[src/rtl/seg_pkg.sv]
// Shared constants for the multiplexed 7-segment scanner: glyph table,
// blank pattern and the per-step shift applied by the scan-rate select.
package seg_pkg;

  // Active-low {g,f,e,d,c,b,a} glyphs for hex digits 0..F (index = nibble).
  localparam logic [6:0] HEX_SEG [16] = '{
    7'h40, 7'h79, 7'h24, 7'h30,
    7'h19, 7'h12, 7'h02, 7'h78,
    7'h00, 7'h10, 7'h08, 7'h03,
    7'h46, 7'h21, 7'h06, 7'h0E
  };

  localparam logic [6:0] BLANK_SEG = 7'h7F;

  // Each rate step multiplies the prescaler period by 1 << RATE_SHIFT.
  localparam int RATE_SHIFT = 2;

endpackage

[src/rtl/seg_scan_display_if.sv]
// Bundle of source/control inputs and display outputs of the scanner.
// master drives sources and controls; slave is the scanner itself.
interface seg_scan_display_if #(
  parameter int DIGITS   = 8,
  parameter int CHANNELS = 8
);
  localparam int SEL_W = $clog2(CHANNELS);

  logic [CHANNELS*4*DIGITS-1:0] data_in;
  logic [SEL_W-1:0]             sel;
  logic [1:0]                   rate;
  logic                         blank_lz;
  logic [DIGITS-1:0]            dp_mask;
  logic [7:0]                   SEG;
  logic [DIGITS-1:0]            AN;
  logic                         frame_tick;

  modport master (
    output data_in, sel, rate, blank_lz, dp_mask,
    input  SEG, AN, frame_tick
  );

  modport slave (
    input  data_in, sel, rate, blank_lz, dp_mask,
    output SEG, AN, frame_tick
  );

endinterface

[src/rtl/seg_hex_decoder.sv]
// Combinational nibble to active-low 7-segment glyph lookup.
module seg_hex_decoder
  import seg_pkg::*;
(
  input  logic [3:0] nib,
  output logic [6:0] seg
);

  assign seg = HEX_SEG[nib];

endmodule

[src/rtl/seg_scan_display.sv]
// Time-multiplexed hex display driver: prescaled digit scan, frame-latched
// source shadow, leading-zero blanking and per-digit decimal points.
module seg_scan_display
  import seg_pkg::*;
#(
  parameter int DIGITS   = 8,
  parameter int CHANNELS = 8,
  parameter int SCAN_DIV = 50000,
  parameter int DIV_W    = 24
) (
  input  logic             clk,
  input  logic             clr,
  seg_scan_display_if.slave bus
);

  localparam int NW    = 4 * DIGITS;
  localparam int IDX_W = (DIGITS > 1) ? $clog2(DIGITS) : 1;
  localparam int SEL_W = $clog2(CHANNELS);
  localparam logic [IDX_W-1:0] LAST_IDX = IDX_W'(DIGITS - 1);

  logic [DIV_W-1:0]  cnt;
  logic [DIV_W-1:0]  term;
  logic [31:0]       shamt;
  logic              step;
  logic              wrap;
  logic [IDX_W-1:0]  idx;
  logic [IDX_W-1:0]  idx_next;
  logic [NW-1:0]     shadow;
  logic [NW-1:0]     shadow_next;
  logic [NW-1:0]     chan;
  logic              reload_pend;
  logic              load;
  logic [DIGITS-1:0] blank_vec;
  logic [3:0]        nib;
  logic [6:0]        hex_seg;
  logic [6:0]        seg_lo;
  logic [7:0]        seg_q;
  logic [DIGITS-1:0] an_q;
  logic              tick_q;

  // The >= compare lets a rate drop below the running count fire at once.
  assign shamt = 32'(bus.rate) * RATE_SHIFT;
  assign term  = (DIV_W'(SCAN_DIV) << shamt) - DIV_W'(1);
  assign step  = (cnt >= term);
  assign wrap  = step && (idx == LAST_IDX);
  assign load  = reload_pend || wrap;

  // Out-of-range selects fall back to channel 0.
  always_comb begin
    chan = bus.data_in[NW-1:0];
    for (int c = 1; c < CHANNELS; c++) begin
      if (bus.sel == SEL_W'(c)) chan = bus.data_in[c*NW +: NW];
    end
  end

  always_comb begin
    idx_next = idx;
    if (wrap)      idx_next = '0;
    else if (step) idx_next = idx + IDX_W'(1);
  end

  assign shadow_next = load ? chan : shadow;

  // Digit d blanks when it and every more-significant nibble are zero.
  always_comb begin
    logic zero_run;
    zero_run  = 1'b1;
    blank_vec = '0;
    for (int d = DIGITS - 1; d >= 1; d--) begin
      zero_run     = zero_run && (shadow_next[d*4 +: 4] == 4'h0);
      blank_vec[d] = bus.blank_lz && zero_run;
    end
  end

  assign nib = shadow_next[idx_next*4 +: 4];

  seg_hex_decoder u_hex (
    .nib (nib),
    .seg (hex_seg)
  );

  assign seg_lo = blank_vec[idx_next] ? BLANK_SEG : hex_seg;

  // Outputs are registered from next-state so they move with the index.
  always_ff @(posedge clk) begin
    if (!clr) begin
      cnt         <= '0;
      idx         <= '0;
      shadow      <= '0;
      reload_pend <= 1'b1;
      tick_q      <= 1'b0;
      seg_q       <= 8'hFF;
      an_q        <= '1;
    end else begin
      cnt         <= step ? '0 : cnt + DIV_W'(1);
      idx         <= idx_next;
      shadow      <= shadow_next;
      reload_pend <= 1'b0;
      tick_q      <= wrap;
      seg_q       <= {~bus.dp_mask[idx_next], seg_lo};
      an_q        <= ~(DIGITS'(1) << idx_next);
    end
  end

  assign bus.SEG        = seg_q;
  assign bus.AN         = an_q;
  assign bus.frame_tick = tick_q;

endmodule

[src/flat_wrapper.sv]
// flat-port wrapper written by rule: the top's interface ports become plain ports
module seg_scan_display_flat import seg_pkg::*;
#(
  parameter int DIGITS   = 8,
  parameter int CHANNELS = 8,
  parameter int SCAN_DIV = 50000,
  parameter int DIV_W    = 24
)
  (clk, clr, bus_data_in, bus_sel, bus_rate, bus_blank_lz, bus_dp_mask, bus_SEG, bus_AN, bus_frame_tick);
  seg_scan_display_if #(.DIGITS(DIGITS), .CHANNELS(CHANNELS)) bus_i ();
  input  logic clk;
  input  logic clr;
  input wire logic [$bits(bus_i.data_in)-1:0] bus_data_in;
  input wire logic [$bits(bus_i.sel)-1:0] bus_sel;
  input wire logic [$bits(bus_i.rate)-1:0] bus_rate;
  input wire logic [$bits(bus_i.blank_lz)-1:0] bus_blank_lz;
  input wire logic [$bits(bus_i.dp_mask)-1:0] bus_dp_mask;
  output wire logic [$bits(bus_i.SEG)-1:0] bus_SEG;
  output wire logic [$bits(bus_i.AN)-1:0] bus_AN;
  output wire logic [$bits(bus_i.frame_tick)-1:0] bus_frame_tick;
  assign bus_i.data_in = bus_data_in;
  assign bus_i.sel = bus_sel;
  assign bus_i.rate = bus_rate;
  assign bus_i.blank_lz = bus_blank_lz;
  assign bus_i.dp_mask = bus_dp_mask;
  assign bus_SEG = bus_i.SEG;
  assign bus_AN = bus_i.AN;
  assign bus_frame_tick = bus_i.frame_tick;
  seg_scan_display #(.DIGITS(DIGITS), .CHANNELS(CHANNELS), .SCAN_DIV(SCAN_DIV), .DIV_W(DIV_W)) u_core (.clk(clk), .clr(clr), .bus(bus_i));
endmodule
[config.mk]
export PLATFORM = sky130hd
export DESIGN_NAME = seg_scan_display_flat
export DESIGN_NICKNAME = d
export VERILOG_FILES = /design/src/rtl/seg_pkg.sv /design/src/rtl/seg_scan_display_if.sv /design/src/rtl/seg_hex_decoder.sv /design/src/rtl/seg_scan_display.sv /design/src/flat_wrapper.sv
export SDC_FILE = /design/constraint.sdc
export NUM_CORES = 1
export LEC_CHECK = 0
export BUFFER_PORTS_ARGS = -buffer_cell sky130_fd_sc_hd__buf_4
export CORE_ASPECT_RATIO = 1.25
export CORE_MARGIN = 8
export CORE_UTILIZATION = 40
export CTS_CLUSTER_DIAMETER = 30
export DETAILED_ROUTE_END_ITERATION = 8
export PLACE_DENSITY = 0.77
export SYNTH_ARGS = -nofsm -noshare
export SYNTH_HDL_FRONTEND = slang
export SYNTH_SLANG_ARGS = --single-unit
[constraint.sdc]
create_clock -name clk -period 5.49 [get_ports clk]
set_input_delay 0.549 -clock clk [delete_from_list [all_inputs] [get_ports clk]]
set_output_delay 0.549 -clock clk [all_outputs]
set_load 0.05 [all_outputs]
== After elaboration in Yosys (flattened, before gate mapping) ==
Memory sizes are Yosys's and may differ from the RTL's. A register that Yosys moved wholly into a read port is not among the register bits.
Cells that the tools add are included.
Widths: inputs -> output; s select.

* Register bits: 70
* Bits in read-only memories: 112
* Bits of input ports: 272
* Output and inout bits: 17
* Word-level logic and storage cells: 67
* Memories: 1

{| class="wikitable"
|+ Memory list
! memory !! words !! width !! read ports !! clocked after memory_dff !! wr ports !! RTL line !! text
|-
| (no name shown) || 16 || 7 || 1 || 1 || 0 || seg_hex_decoder.sv:9 || <nowiki>assign seg = HEX_SEG[nib];</nowiki>
|}

* Add/sub/neg operators: 3
* Magnitude comparators: 2
* Eq/ne operators: 8
* Shift operators: 3
* Multiplexer cells: 15
* Bitwise gates (word level): 4
* Reduce and logical (&&, ||, !) cells: 24

{| class="wikitable"
|+ Operators by type and width
! operator !! count
|-
| $mux 32 || 8
|-
| $shiftx 32x6->4 || 1
|-
| $logic_not 4->1 || 7
|-
| $add 24x1->24 const B || 1
|-
| $ge 24x24->1 || 1
|-
| $shl 16x3->24 const A || 1
|-
| $sub 24x2->24 const B || 1
|-
| $eq 3x3->1 const B || 5
|-
| $logic_and 1x1->1 || 14
|-
| $not 8->8 || 1
|-
| $shl 1x3->8 const A || 1
|-
| $bmux 1 s3 || 2
|-
| $eq 3x2->1 const B || 2
|-
| $mux 3 || 2
|-
| $not 4->5 || 1
|-
| $lt 3x4->1 const B || 1
|-
| $reduce_or 2->1 || 2
|-
| $add 3x1->3 const B || 1
|-
| $eq 3x1->1 const B || 1
|-
| $mux 1 || 3
|-
| $not 1->1 || 2
|-
| $logic_or 1x1->1 || 1
|}

== Longest topological paths before layout ==
Gate-level depths: netlist of run 1.

* Depth in word-level cells: 20
* Gate-level depth with buffers: 20
* Gate-level depth less buffers: 18

== Modules after synthesis ==
A second synthesis of run 1 with hierarchy kept.

* Cells, all modules: 767
* Area, all modules: 6502.5 µm²

{| class="wikitable"
|+ Modules (own cells, without submodules)
! module !! instances !! cells an instance !! area each (µm²) !! sequential area each (µm²)
|-
| seg_scan_display || 1 || 735 || 6227.2 || 1541.5
|-
| seg_hex_decoder || 1 || 32 || 275.3 || 0.0
|}

== Worst setup path after synthesis of run 1 ==
No wires, ideal clock.

* Kind: input to register
* Start: input port bus_rate[1]
* End: register u_core.seg_q[0], in the netlist u_core.bus.SEG[0]
* Library setup time: 114 ps
* Arrival: 4361 ps
* Data required time: 5376 ps
* Slack: 1015 ps
* Cell stages on the path: 18
* Path buffers: 2
* Path through: inv_1 > ha_1 > ha_1 > and4_1 > a221oi_2 > a211o_2 > nand2_4 > buf_12 > buf_12 > mux2_1 > mux4_2 > mux2i_2 > inv_1 > ha_1 > inv_1 > a21oi_1 > a22o_1 > a21o_1

* Longest elaborated chain between the ends: 17
* Elaborated cells on any way between the ends: 33
* Classes of those cells: add/sub (1); order compare (1); shift (2); mux (5); bitwise (1); reduce/logical (23)

{| class="wikitable"
|+ RTL lines
! element !! RTL line !! text
|-
| start, declared || flat_wrapper.sv:15 || <nowiki>input wire logic [$bits(bus_i.rate)-1:0] bus_rate;</nowiki>
|-
| $shl 16x3->24 * || seg_scan_display.sv:43 || <nowiki>assign term = (DIV_W'(SCAN_DIV) << shamt) - DIV_W'(1);</nowiki>
|-
| $sub 24x2->24 * || seg_scan_display.sv:43 ||
|-
| $ge 24x24->1 * || seg_scan_display.sv:44 || <nowiki>assign step = (cnt >= term);</nowiki>
|-
| $logic_and 1x1->1 || seg_scan_display.sv:45 || <nowiki>assign wrap = step && (idx == LAST_IDX);</nowiki>
|-
| $logic_or 1x1->1 || seg_scan_display.sv:46 || <nowiki>assign load = reload_pend || wrap;</nowiki>
|-
| $mux 32 || seg_scan_display.sv:62 || <nowiki>assign shadow_next = load ? chan : shadow;</nowiki>
|-
| $logic_not 4->1 || seg_scan_display.sv:70 || <nowiki>zero_run = zero_run && (shadow_next[d*4 +: 4] == 4'h0);</nowiki>
|-
| $logic_and 1x1->1 (6 in series) || seg_scan_display.sv:70 ||
|-
| $logic_and 1x1->1 || seg_scan_display.sv:71 || <nowiki>blank_vec[d] = bus.blank_lz && zero_run;</nowiki>
|-
| $bmux 1 s3 || seg_scan_display.sv:82 || <nowiki>assign seg_lo = blank_vec[idx_next] ? BLANK_SEG : hex_seg;</nowiki>
|-
| $mux 1 (not written as such) || seg_scan_display.sv:82 ||
|-
| $reduce_or 2->1 (no line) || n/a ||
|-
| end, declared || seg_scan_display.sv:37 || <nowiki>logic [7:0] seg_q;</nowiki>
|}

Mark *: on every way between the ends. The rest lies on a longest branch, timed or not. The select of a mux whose other input is x is not followed.
A chain may end at the register's enable or synchronous reset.

== Worst setup path after layout of run 1 ==
Ends and elaborated chain as after synthesis.

==> key figures, run 1 <==
Global routing
  – Largest net degree at the start of global routing: 45
  – Grt ovf: 0
  – GR Util All Layers: 25.0%
  – Vias in the first global route: 7207
  – First-pass GRT wire length: 40500 um
  – Initial antenna violation count: 15

STA
  – Least-Margin Pin Slew: 0.881 ns
  – Max_slew headroom: 41.3%
  – FMAX: 209 MHz
  – Setup tns final: 0 ns
  – Tmin final: 4.79 ns
  – Tcrit/Tclk final: 87.3%
  – Setup violations, final: 0
  – RSZ-0062 raised after global routing: false
  – Final Max Slew Viols: 0
  – Fin. Hold Viols: 0
  – Fin Clk Skew: 0.00851 ns
  – Final setup margin: 0.699 ns

Routing
  – Via count: 7196
  – DRC: 0
  – Detail Route Antenna Nets: 0
  – Drt wl/cell: 21.5 um
  – Vias/cell: 5.64
  – Total Wirelength: 27400 um
  – Starting DRT DRC Count: 477
  – TritonRoute pass-1 iters: 6

Setup path
  – CP peak stage delay: 0.53 ns
  – CP Max Fanout: 11
  – Worst path cell trace: buf_4, inv_1, ha_1, ha_1, and4_1, a221oi_2, a211oi_1, nor2_1, o21ai_0, mux4_2, mux2i_1, inv_2, ha_1, o21a_1, a22o_1, a21o_1
  – Most numerous cell on the critical path: ha_1
  – Critical path class: in -> reg
  – Worst setup EP type: flip-flop
  – Startpoint types: primary input
  – CP max-delay cell: nor2_1
  – Required @ worst endpoint: 5.71 ns
  – WP data arrival: 5.02 ns

Synth
  – Synth Flop Type: dfxtp_1
  – EDFF count, synth: 0
  – Post-synthesis sequential area ratio: 23.4%
  – Simple-Gate Fraction of Synth Area: 16.8%
  – Avg Synthesized Cell Area: 8.34 um2
  – Library cells used by synthesis: 71
  – Post-Synth XOR/XNOR Area: 2.92%
  – Post-Syn Area: 6600 um2
  – #FFs+latches synth: 77
  – Async SR Flop Fraction: 0%
  – Cells after synthesis: 792
  – Multiplexer share of the synthesized area: 21.2%
  – Yosys warnings: 0
  – Main combinational cell family by area after synthesis: compound AO/OA/AOI/OAI gates
  – Complex-gate fraction of the synthesized area: 23.6%
  – Adder and majority gate portion of the synthesized area: 6.63%

Power
  – Comb power frac: 33.8%
  – Pwr/cell area: 207 nW/um2
  – Internal power: 1.35 mW
  – Switching share of power: 29.5%
  – VDD IR max: 0.160 mV
  – Clock network power share: 34.5%
  – Pleak: 4.25 nW
  – Flop pwr share: 31.7%
  – Sw Pwr: 0.562 mW

Place
  – Hpwl dp: 22300 um
  – # placed instances: 1257
  – Pre-CTS setup slack: 0.416 ns
  – GPL Wtd Cong: 0.915
  – Placed instance area: 8870 um2
  – PortBufs: 288

Clocking
  – Setup bufs post-CTS: 0
  – Post-cts sizing count: 0
  – Hold Buf Count CTS: 0
  – Root buffer cell: clkbuf_16
  – Clock Latency Late Sink: 0.34 ns
  – CTS tree: built
  – CTS sink cnt: 77
  – H-tree lvl count: 3
  – CTS Buffer Depth: 2
  – Clk slew on worst S/H paths: 0.06 ns
  – Num CTS Buffers: 9

Finish
  – Post-route cell area: 9210 um2
  – Non-Filler Instances: 1276
  – Nets: 1359
  – Most frequent cells in the layout: 304 x buf_4, 82 x nor2_1, 77 x dfxtp_1
  – P&R area growth vs syn: 39.5%
  – Final core occ: 56.9%
  – Fraction of layout cells with a size suffix above 1: 35.9%
  – Most common cell after layout, fill and taps aside: buf_4

Floorplan
  – Row Count: 52
  – Die area: 20900 um2
  – Core Area: 16200 um2
  – Die Span X: 131 um
  – IO Pins: 289
  – Starting Density: 40.7%
  – Die Y: 160 um

Status
  – Status: finished, final reports clean

Job
  – Maxcap violations: 0

Worst hold path
  – HP Class: reg -> reg
-- critical path, delay by kind of cell --
kind,cells,cell delay (ns)
adder cells (fa/ha/maj),3,0.89
buffers and inverters,3,0.42
AND/OR/NAND/NOR,2,0.78
multiplexers,2,0.92
AO/OA/AOI/OAI,6,1.44
-- cell usage after synthesis, drive strengths merged (19+ instances only) --
| cell type | count | area (um2) |
|---|---|---|
| nand2 | 37 | 146 |
| o22ai | 21 | 131 |
| mux2 | 39 | 447 |
| mux2i | 79 | 815 |
| o21ai | 53 | 277 |
| a211oi | 23 | 183 |
| a21oi | 69 | 349 |
| and2 | 30 | 188 |
| clkbuf | 25 | 93.8 |
| nand3 | 19 | 95.1 |
| ha | 35 | 438 |
| buf | 31 | 196 |
| dfxtp | 77 | 1540 |
| nor2 | 82 | 308 |
-- logic make-up after synthesis --
logic type,count (synthesis)
other cells,1
mux,124
fa+ha+maj,35
simple gates,224
xor+xnor,22
flops,77
compound gates,233
buf+inv,76
-- per-stage QoR --
step                      power [mW]  hold WS [ns]
final                           1.91         0.446
after CTS                       1.92         0.449
after detailed placement        1.25         0.436
after global routing            2.00         0.484
after floorplan                0.993         0.418
after global placement          1.25         0.425
-- power groups by stage --
stage                     registers, mW  logic [mW]  clock network [mW]
final                             0.605       0.644               0.658
after global routing              0.609       0.697               0.698
after CTS                         0.606       0.641               0.671
after detailed placement          0.618       0.637                   0
after global placement            0.617       0.631                   0
after floorplan                   0.656       0.338                   0
-- layer usage --
metal / vias up / part of all wire, % / GRT usage [%] / wire (um)
met3: 67 / 13 / 9.90 / 3430
met4: 22 / 3.3 / 10.3 / 904
met2: 356 / 47 / 41.4 / 12900
met1: 3309 / 37 / 27.7 / 10000
met5: - / 0.46 / 0 / 126
li1: 3442 / - / - / -
-- area by class of cell --
| type | instances | area, um2 |
|---|---|---|
| diodes | 4 | 10.0 |
| repair buffers | 304 | 2280 |
| flip-flops and latches | 77 | 1540 |
| fillers | 1481 | 6990 |
| clock buffers | 12 | 267 |
| well taps | 216 | 270 |
| multi-input cells | 640 | 4700 |
| inverters | 20 | 75.1 |
| clock inverters | 3 | 67.6 |
-- registers in the layout (all words and copies together), names as in the netlist --
name / flops
u_core.shadow: 32
u_core.cnt: 24
u_core.bus.AN: 8
u_core.bus.SEG: 8
u_core.idx: 3
u_core.bus.frame_tick: 1
u_core.reload_pend: 1
-- final timing paths --
check / startpoint / endpoint / slack, ns / depth (start not counted)
worst max-delay path: bus_rate[1] / u_core.bus.SEG[0] / 0.70 / 16
worst min-delay path: u_core.cnt[0] / u_core.cnt[0] / 0.45 / 1
worst max register to register: u_core.cnt[12] / u_core.bus.SEG[0] / 1.09 / 13
worst min register to register: u_core.cnt[0] / u_core.cnt[0] / 0.45 / 1
Note: power is estimated with default switching activity, not from simulation.
==> inputs of run 2 (changes only) <==
--- a/config.mk
+++ b/config.mk
@@ -5,13 +5,14 @@
 export SDC_FILE = /design/constraint.sdc
 export NUM_CORES = 1
 export LEC_CHECK = 0
+export ABC_AREA = 1
 export BUFFER_PORTS_ARGS = -buffer_cell sky130_fd_sc_hd__buf_4
 export CORE_ASPECT_RATIO = 1.25
 export CORE_MARGIN = 8
 export CORE_UTILIZATION = 40
 export CTS_CLUSTER_DIAMETER = 30
 export DETAILED_ROUTE_END_ITERATION = 8
-export PLACE_DENSITY = 0.77
+export PLACE_DENSITY = 0.76
 export SYNTH_ARGS = -nofsm -noshare
 export SYNTH_HDL_FRONTEND = slang
 export SYNTH_SLANG_ARGS = --single-unit
==> run 2 against run 1 <==
Sequential power about the same. Power down 4.5%. Cell area up 6.4%. Maximum frequency up 21%. Wire length up 5.2%. Non-clock buffer count down 5. Count of clock-buffer cells in the layout unchanged. Synthesized cell count up 64%. Register-to-register slack better by 0.81 ns. Die area up 8.5%. Worst setup slack better by 0.83 ns. Sequential share of layout area down 1.0 points. Critical path type unchanged.
==> key figures, run 2 <==
Status
  – Status: finished, final reports clean

Routing
  – Drt wl/cell: 16.1 um (-25%)
  – Starting DRT DRC Count: 675 (+42%)
  – Detail Route Antenna Nets: 0 (unchanged)
  – Via count: 8905 (+24%)
  – TritonRoute pass-1 iters: 6 (unchanged)
  – Vias/cell: 4.98 (-12%)
  – DRC: 0 (unchanged)
  – Total Wirelength: 28800 um (+5.2%)

STA
  – Tmin final: 3.96 ns (-0.831 ns)
  – RSZ-0062 raised after global routing: false
  – Least-Margin Pin Slew: 1.14 ns (+0.260 ns)
  – Max_slew headroom: 23.8% (-17 points)
  – Setup tns final: 0 ns (unchanged)
  – Fin. Hold Viols: 0 (unchanged)
  – FMAX: 253 MHz (+21%)
  – Final Max Slew Viols: 0 (unchanged)
  – Setup violations, final: 0 (unchanged)
  – Tcrit/Tclk final: 72.1% (-15 points)
  – Min Hold Slack: 0.450 ns (+0.00347 ns)
  – Fin Clk Skew: 0.00819 ns (-0.000325 ns)

Floorplan
  – Core Area: 17900 um2 (+10%)
  – IO Pins: 289 (unchanged)
  – Die area: 22700 um2 (+8.5%)
  – Die Span X: 136 um (+4.1%)
  – Starting Density: 40.4% (-0.31 points)
  – Row Count: 55 (+5.8%)
  – Die Y: 166 um (+4.2%)

Synth
  – EDFF count, synth: 0 (unchanged)
  – Post-Syn Area: 7230 um2 (+9.6%)
  – Avg Synthesized Cell Area: 5.56 um2 (-33%)
  – #FFs+latches synth: 77 (unchanged)
  – Post-synth top area share: 23.6% (+0.20 points)
  – Library cells used by synthesis: 50 (-30%)
  – Most common cell in the netlist: nand2_1
  – Async SR Flop Fraction: 0% (unchanged)
  – Synth Flop Type: dfxtp_1
  – Post-synthesis sequential area ratio: 21.3% (-2.0 points)
  – Synth area leader: nand2_1
  – Yosys warnings: 0 (unchanged)
  – Cells after synthesis: 1301 (+64%)
  – Post-synth top cells: 454 x nand2_1, 206 x nor2_1, 129 x inv_1
  – Largest cells by area after synthesis: nand2_1 24%, dfxtp_1 21%, nor2_1 11%

Finish
  – P&R area growth vs syn: 35.4%
  – Largest register FFs: 32 (unchanged)
  – Ant. Diodes: 0 (-4)
  – Most flops, register: u_core.shadow
  – Nets: 1863 (+37%)
  – Top flop regs: u_core.shadow: 32 flops, u_core.cnt: 24 flops
  – Most common cell after layout, fill and taps aside: nand2_1
  – Fraction of layout cells with a size suffix above 1: 24.2% (-12 points)
  – Most frequent cells in the layout: 454 x nand2_1, 299 x buf_4, 205 x nor2_1

Job
  – Maxcap violations: 0 (unchanged)

Setup path
  – Worst path cell trace: buf_4, inv_1, ha_1, ha_1, a21o_1, nor2_1, nand2_1, a21oi_4, nand2_4, nand2_1, nand2_1, nor2_1, nand3_1, nand2_1, nor2_1, nand2_1, nand2_1, ha_1, inv_1, nand2_1, nand3_1, nand2_1, nand2_1
  – CP max-delay cell: nor2_1
  – Required @ worst endpoint: 5.72 ns (about the same)
  – Worst setup EP type: flip-flop
  – Startpoint types: primary input
  – Largest delay share family, worst path: simple AND/OR/NAND/NOR gates
  – Buf/Inv on CP: 3 (unchanged)
  – Most numerous cell on the critical path: nand2_1
  – Critical path class: in -> reg
  – CP peak stage delay: 0.67 ns (+0.14 ns)
  – CP Max Fanout: 11 (unchanged)
  – WP data arrival: 4.19 ns (-0.83 ns)

Power
  – Pwr/cell area: 186 nW/um2 (-10%)
  – Pleak: 5.39 nW (+27%)
  – VDD IR max: 0.159 mV (-0.34%)

Global routing
  – Grt ovf: 0 (unchanged)
  – Largest net degree at the start of global routing: 61 (+36%)
  – GR Util All Layers: 24.7% (-0.27 points)
  – Vias in the first global route: 8719 (+21%)
  – First-pass GRT wire length: 44700 um (+10%)
  – Initial antenna violation count: 0 (-15)

Clocking
  – Root buffer cell: clkbuf_16
  – Post-cts sizing count: 0 (unchanged)
  – H-tree lvl count: 3 (unchanged)
  – Hold Buf Count CTS: 0 (unchanged)
  – CTS Buffer Depth: 2 (unchanged)
  – Setup bufs post-CTS: 0 (unchanged)
  – Clk slew on worst S/H paths: 0.06 ns (about the same)
  – CTS tree: built
  – Num CTS Buffers: 9 (unchanged)
  – CTS sink cnt: 77 (unchanged)
  – Clock Latency Late Sink: 0.34 ns (about the same)

Place
  – Hpwl dp: 23100 um (+3.6%)
  – PortBufs: 288 (unchanged)
  – GPL Wtd Cong: 0.966 (+5.6%)

Worst hold path
  – HP Class: reg -> reg
## run 2: cell types whose count changed after synthesis, moves of 15 or more
cell	change
a211oi_1	-21
a21oi_1	-27
and2_1	-27
inv_1	+112
mux2_2	-34
mux2i_1	-75
nand2_1	+418
nand3_1	+108
nor2_1	+124
o21ai_0	-15
o22ai_1	-18
or2_2	+33
## run 2: cells by family after synthesis
family                     Yosys count  synth area share [%]
and+or+nand+nor                    892                  53.3
buffers and inverters              191                  10.9
AOI/OAI and AO/OA                   99                  7.63
adders and majority gates           35                  6.05
xor gates and xnor gates             6                 0.726
DFF                                 77                  21.3
other                                1                0.0518
## run 2: cell type report
type / count / area, um2
Timing Repair Buffer: 299 / 2240
Tap cell: 228 / 285
Clock inverter: 4 / 56.3
Sequential cell: 77 / 1540
Inverter: 135 / 507
Fill cell: 1848 / 8100
Clock buffer: 12 / 246
Multi-Input combinational cell: 1034 / 4920
## run 2: layer usage
layer	GRT usage, %	vias up	wire [um]
met5	0	-	0
met4	11.2	0	1130
met3	5.36	73	2220
met2	41.7	354	13900
met1	29.1	3924	11500
li1	-	4554	-
## run 2: path summary, 6_finish.rpt
path,start,endpoint,slack [ns],depth (start not counted)
setup / recovery,bus_rate[1],u_core.bus.SEG[3],1.53,23
hold reg to reg,u_core.cnt[0],u_core.cnt[0],0.45,1
setup reg to reg,u_core.cnt[15],u_core.bus.SEG[3],1.90,20
hold / removal,u_core.cnt[0],u_core.cnt[0],0.45,1
## run 2: worst reg2reg max path, stage by stage (launching register included)
cell and delay (ns):
dfxtp_1 0.45, ha_1 0.29, a21o_1 0.18, nor2_1 0.10
nand2_1 0.09, a21oi_4 0.22, nand2_4 0.12, nand2_1 0.08
nand2_1 0.10, nor2_1 0.67, nand3_1 0.18, nand2_1 0.11
nor2_1 0.05, nand2_1 0.05, nand2_1 0.15, ha_1 0.35
inv_1 0.04, nand2_1 0.05, nand3_1 0.06, nand2_1 0.07
nand2_1 0.05
## run 2: power breakdown
part           switching (mW)  internal, mW  total, mW
sequential             0.0118         0.593      0.605
clock                   0.241         0.368      0.609
combinational           0.344         0.264      0.608
## run 2: metrics by stage
step	setup WS, ns	util (%)	area, um2	instances	total power [mW]
finish	1.53	54.8	9800	1789	1.82
global route	1.14	54.8	9800	1789	1.92
floorplan	2.02	-	7240	1302	0.960
detailed placement	1.18	53.1	9490	1773	1.22
global placement	1.32	53.1	9490	1773	1.22
CTS	1.51	54.8	9800	1789	1.83
==> inputs of run 3 (changes only) <==
--- a/config.mk
+++ b/config.mk
@@ -5,14 +5,14 @@
 export SDC_FILE = /design/constraint.sdc
 export NUM_CORES = 1
 export LEC_CHECK = 0
-export ABC_AREA = 1
+export ABC_AREA = 0
 export BUFFER_PORTS_ARGS = -buffer_cell sky130_fd_sc_hd__buf_4
 export CORE_ASPECT_RATIO = 1.25
 export CORE_MARGIN = 8
 export CORE_UTILIZATION = 40
 export CTS_CLUSTER_DIAMETER = 30
 export DETAILED_ROUTE_END_ITERATION = 8
-export PLACE_DENSITY = 0.76
+export PLACE_DENSITY = 0.8
 export SYNTH_ARGS = -nofsm -noshare
 export SYNTH_HDL_FRONTEND = slang
 export SYNTH_SLANG_ARGS = --single-unit
==> constraint.sdc (replaced) <==
create_clock -name clk -period 3.36 [get_ports clk]
set_input_delay 0.336 -clock clk [delete_from_list [all_inputs] [get_ports clk]]
set_output_delay 0.336 -clock clk [all_outputs]
set_load 0.05 [all_outputs]
==> run 3 against run 2 <==
The flow now finishes with violations (setup timing). Die area decreased by 7.8%. Hold slack got worse by 0.065 ns. Global-route usage rose by 2.9 points. Core utilization grew 12 points. Clock power is 50% higher. Critical path depth down 3. Final cell count down 21%. Largest cell class unchanged.
==> key figures, run 3 (synthesis results as in run 1) <==
Finish
  – Final core occ: 66.5% (+12 points)
  – Post-route cell area: 10800 um2 (+10%)
  – Fraction of layout cells with a size suffix above 1: 47.7% (+23 points)
  – Nets: 1505 (-19%)
  – P&R area growth vs syn: 63.3%
  – Largest register FFs: 32 (unchanged)
  – Most flops, register: u_core.shadow
  – Most frequent cells in the layout: 434 x buf_4, 80 x nor2_1, 77 x dfxtp_1
  – Top flop regs: u_core.shadow: 32 flops, u_core.cnt: 24 flops
  – Most common cell after layout, fill and taps aside: buf_4

Routing
  – Vias/cell: 5.64 (+13%)
  – DRC: 0 (unchanged)
  – Detail Route Antenna Nets: 0 (unchanged)
  – Total Wirelength: 30400 um (+5.5%)
  – Max Used Layer: met5
  – Metal-1 WL: 10700 um (-7.3%)
  – Drt wl/cell: 21.4 um (+33%)
  – WL met2: 14800 um (+6.1%)
  – Met3 wire length: 3400 um (+53%)
  – TritonRoute pass-1 iters: 5 (-1)
  – Starting DRT DRC Count: 577 (-15%)
  – Via count: 8025 (-9.9%)

Setup path
  – Reg2Reg Depth: 17 (-15%)
  – Reg2Reg Setup Slack: -0.27 ns (-2.17 ns)
  – WP data arrival: 3.99 ns (-0.20 ns)
  – Required @ worst endpoint: 3.59 ns (-2.13 ns)
  – Worst setup EP type: flip-flop
  – CP Max Fanout: 4 (-7)
  – R2r endpoint: u_core.bus.SEG[0]
  – Critical path class: in -> reg
  – Reg-to-Reg Start: u_core.cnt[11]
  – Startpoint types: primary input

Floorplan
  – Row Count: 52 (-5.5%)
  – Die Y: 160 um (-4.0%)
  – Starting Density: 40.7% (+0.31 points)
  – Die area: 20900 um2 (-7.8%)
  – Core Area: 16200 um2 (-9.5%)
  – Die Span X: 131 um (-4.0%)
  – IO Pins: 289 (unchanged)

Global routing
  – Vias in the first global route: 8193 (-6.0%)
  – Initial antenna violation count: 11 (+11)
  – GR Util All Layers: 27.6% (+2.9 points)
  – First-pass GRT wire length: 44800 um (+0.28%)
  – Grt ovf: 0 (unchanged)
  – Largest net degree at the start of global routing: 38 (-38%)

Status
  – Failing checks: setup timing
  – Status: finished with violations

STA
  – Tmin final: 3.76 ns
  – FMAX: 266 MHz
  – Min Hold Slack: 0.384 ns (-0.0655 ns)
  – Final Max Slew Viols: 0 (unchanged)
  – RSZ-0062 raised after global routing: true
  – Tcrit/Tclk final: 112%
  – Least-Margin Pin Slew: 0.511 ns (-0.630 ns)
  – Max_slew headroom: 65.6% (+42 points)
  – Final setup margin: -0.395 ns (-1.93 ns)
  – Fin Clk Skew: 0.0103 ns (+0.00214 ns)
  – Setup violations, final: 7 (+7)
  – Fin. Hold Viols: 0 (unchanged)

Clocking
  – Clk slew on worst S/H paths: 0.06 ns (about the same)
  – CTS Buffer Depth: 2 (unchanged)
  – CTS tree: built
  – H-tree lvl count: 3 (unchanged)
  – Hold Buf Count CTS: 0 (unchanged)
  – Root buffer cell: clkbuf_16
  – CTS sink cnt: 77 (unchanged)
  – Num CTS Buffers: 9 (unchanged)
  – Clock Latency Late Sink: 0.34 ns (about the same)

Place
  – Hpwl dp: 24100 um (+4.6%)
  – Pre-CTS setup slack: -0.917 ns (-2.10 ns)
  – Placed instance area: 9960 um2 (+5.0%)
  – GPL Wtd Cong: 0.966 (about the same)
  – PortBufs: 288 (unchanged)

Power
  – Sw Pwr: 1.03 mW (+72%)
  – Comb power frac: 41.6% (+8.2 points)
  – Final Power: 3.26 mW (+79%)
  – Flop pwr share: 30.4% (-2.8 points)
  – Internal power: 2.23 mW (+82%)
  – Pleak: 5.06 nW (-6.1%)
  – Switching share of power: 31.5% (-1.3 points)
  – Clock network power share: 28.0% (-5.4 points)
  – Pwr/cell area: 302 nW/um2 (+63%)
  – VDD IR max: 0.267 mV (+68%)

Worst hold path
  – Hold path cells: 2 (+1)
  – Hold Crit Start: clr
  – HP Class: in -> reg
  – Hold Path End: u_core.bus.AN[3]

Job
  – Maxcap violations: 0 (unchanged)
## run 3: worst max path at each step
stage	from	endpoint	slack (ns)
4_1_cts	bus_rate[1]	u_core.bus.SEG[3]	-0.31
5_1_grt	bus_rate[1]	u_core.bus.SEG[0]	-0.53
6_report	bus_rate[1]	u_core.bus.SEG[0]	-0.40
2_1_floorplan	bus_rate[1]	u_core.bus.SEG[0]	-0.74
3_3_place_gp	bus_rate[1]	u_core.bus.SEG[0]	-0.80
3_5_place_dp	bus_rate[1]	u_core.bus.SEG[0]	-0.92
## run 3: worst max-delay path: stages
cell	delay [ns]
buf_8	0.08
clkinvlp_4	0.12
ha_4	0.36
ha_4	0.23
a21oi_4	0.14
o21ai_4	0.07
a221oi_4	0.38
buf_4	0.20
a211oi_2	0.10
buf_4	0.17
nor3_1	0.15
a21oi_1	0.09
mux4_2	0.52
mux2i_4	0.24
inv_2	0.10
ha_4	0.19
inv_2	0.07
a21oi_2	0.05
a22o_1	0.23
a21o_1	0.15
## run 3: final cells by class
cell class                      count  area [um2]
Antenna cell                        3        7.51
Inverter                           20        81.3
Clock inverter                      4        22.5
Sequential cell                    77        1540
Clock buffer                       12         256
Tap cell                          216         270
Timing Repair Buffer              449        3480
Fill cell                        1268        5420
Multi-Input combinational cell    641        5110
## run 3: per-stage QoR
| step | std cells | TNS, ns |
|---|---|---|
| final | 1422 | -2.36 |
| after global routing | 1420 | -3.25 |
| after CTS | 1416 | -1.97 |
| after detailed placement | 1388 | -6.13 |
| after global placement | 1388 | -5.26 |
| after floorplan | 793 | -4.64 |
## run 3: power by group through the flow
stage | clock, mW | sequential [mW] | combinational, mW
floorplan | 0 | 1.07 | 0.575
global placement | 0 | 1.01 | 1.21
detailed placement | 0 | 1.01 | 1.23
CTS | 0.923 | 0.990 | 1.30
global route | 0.963 | 0.995 | 1.44
finish | 0.911 | 0.991 | 1.36
## run 3: routing by layer
layer	GRT usage, %	vias to the layer above
li1	-	3744
met1	29.3	3739
met2	47.3	422
met3	9.83	104
met4	12.9	16
met5	0	-
## run 3: repair_timing
item,CTS,global route
gates resized for setup,53,26
gates cloned,1,1
pin swaps,13,4
setup endpoints to repair,7,7
buffers inserted,11,2
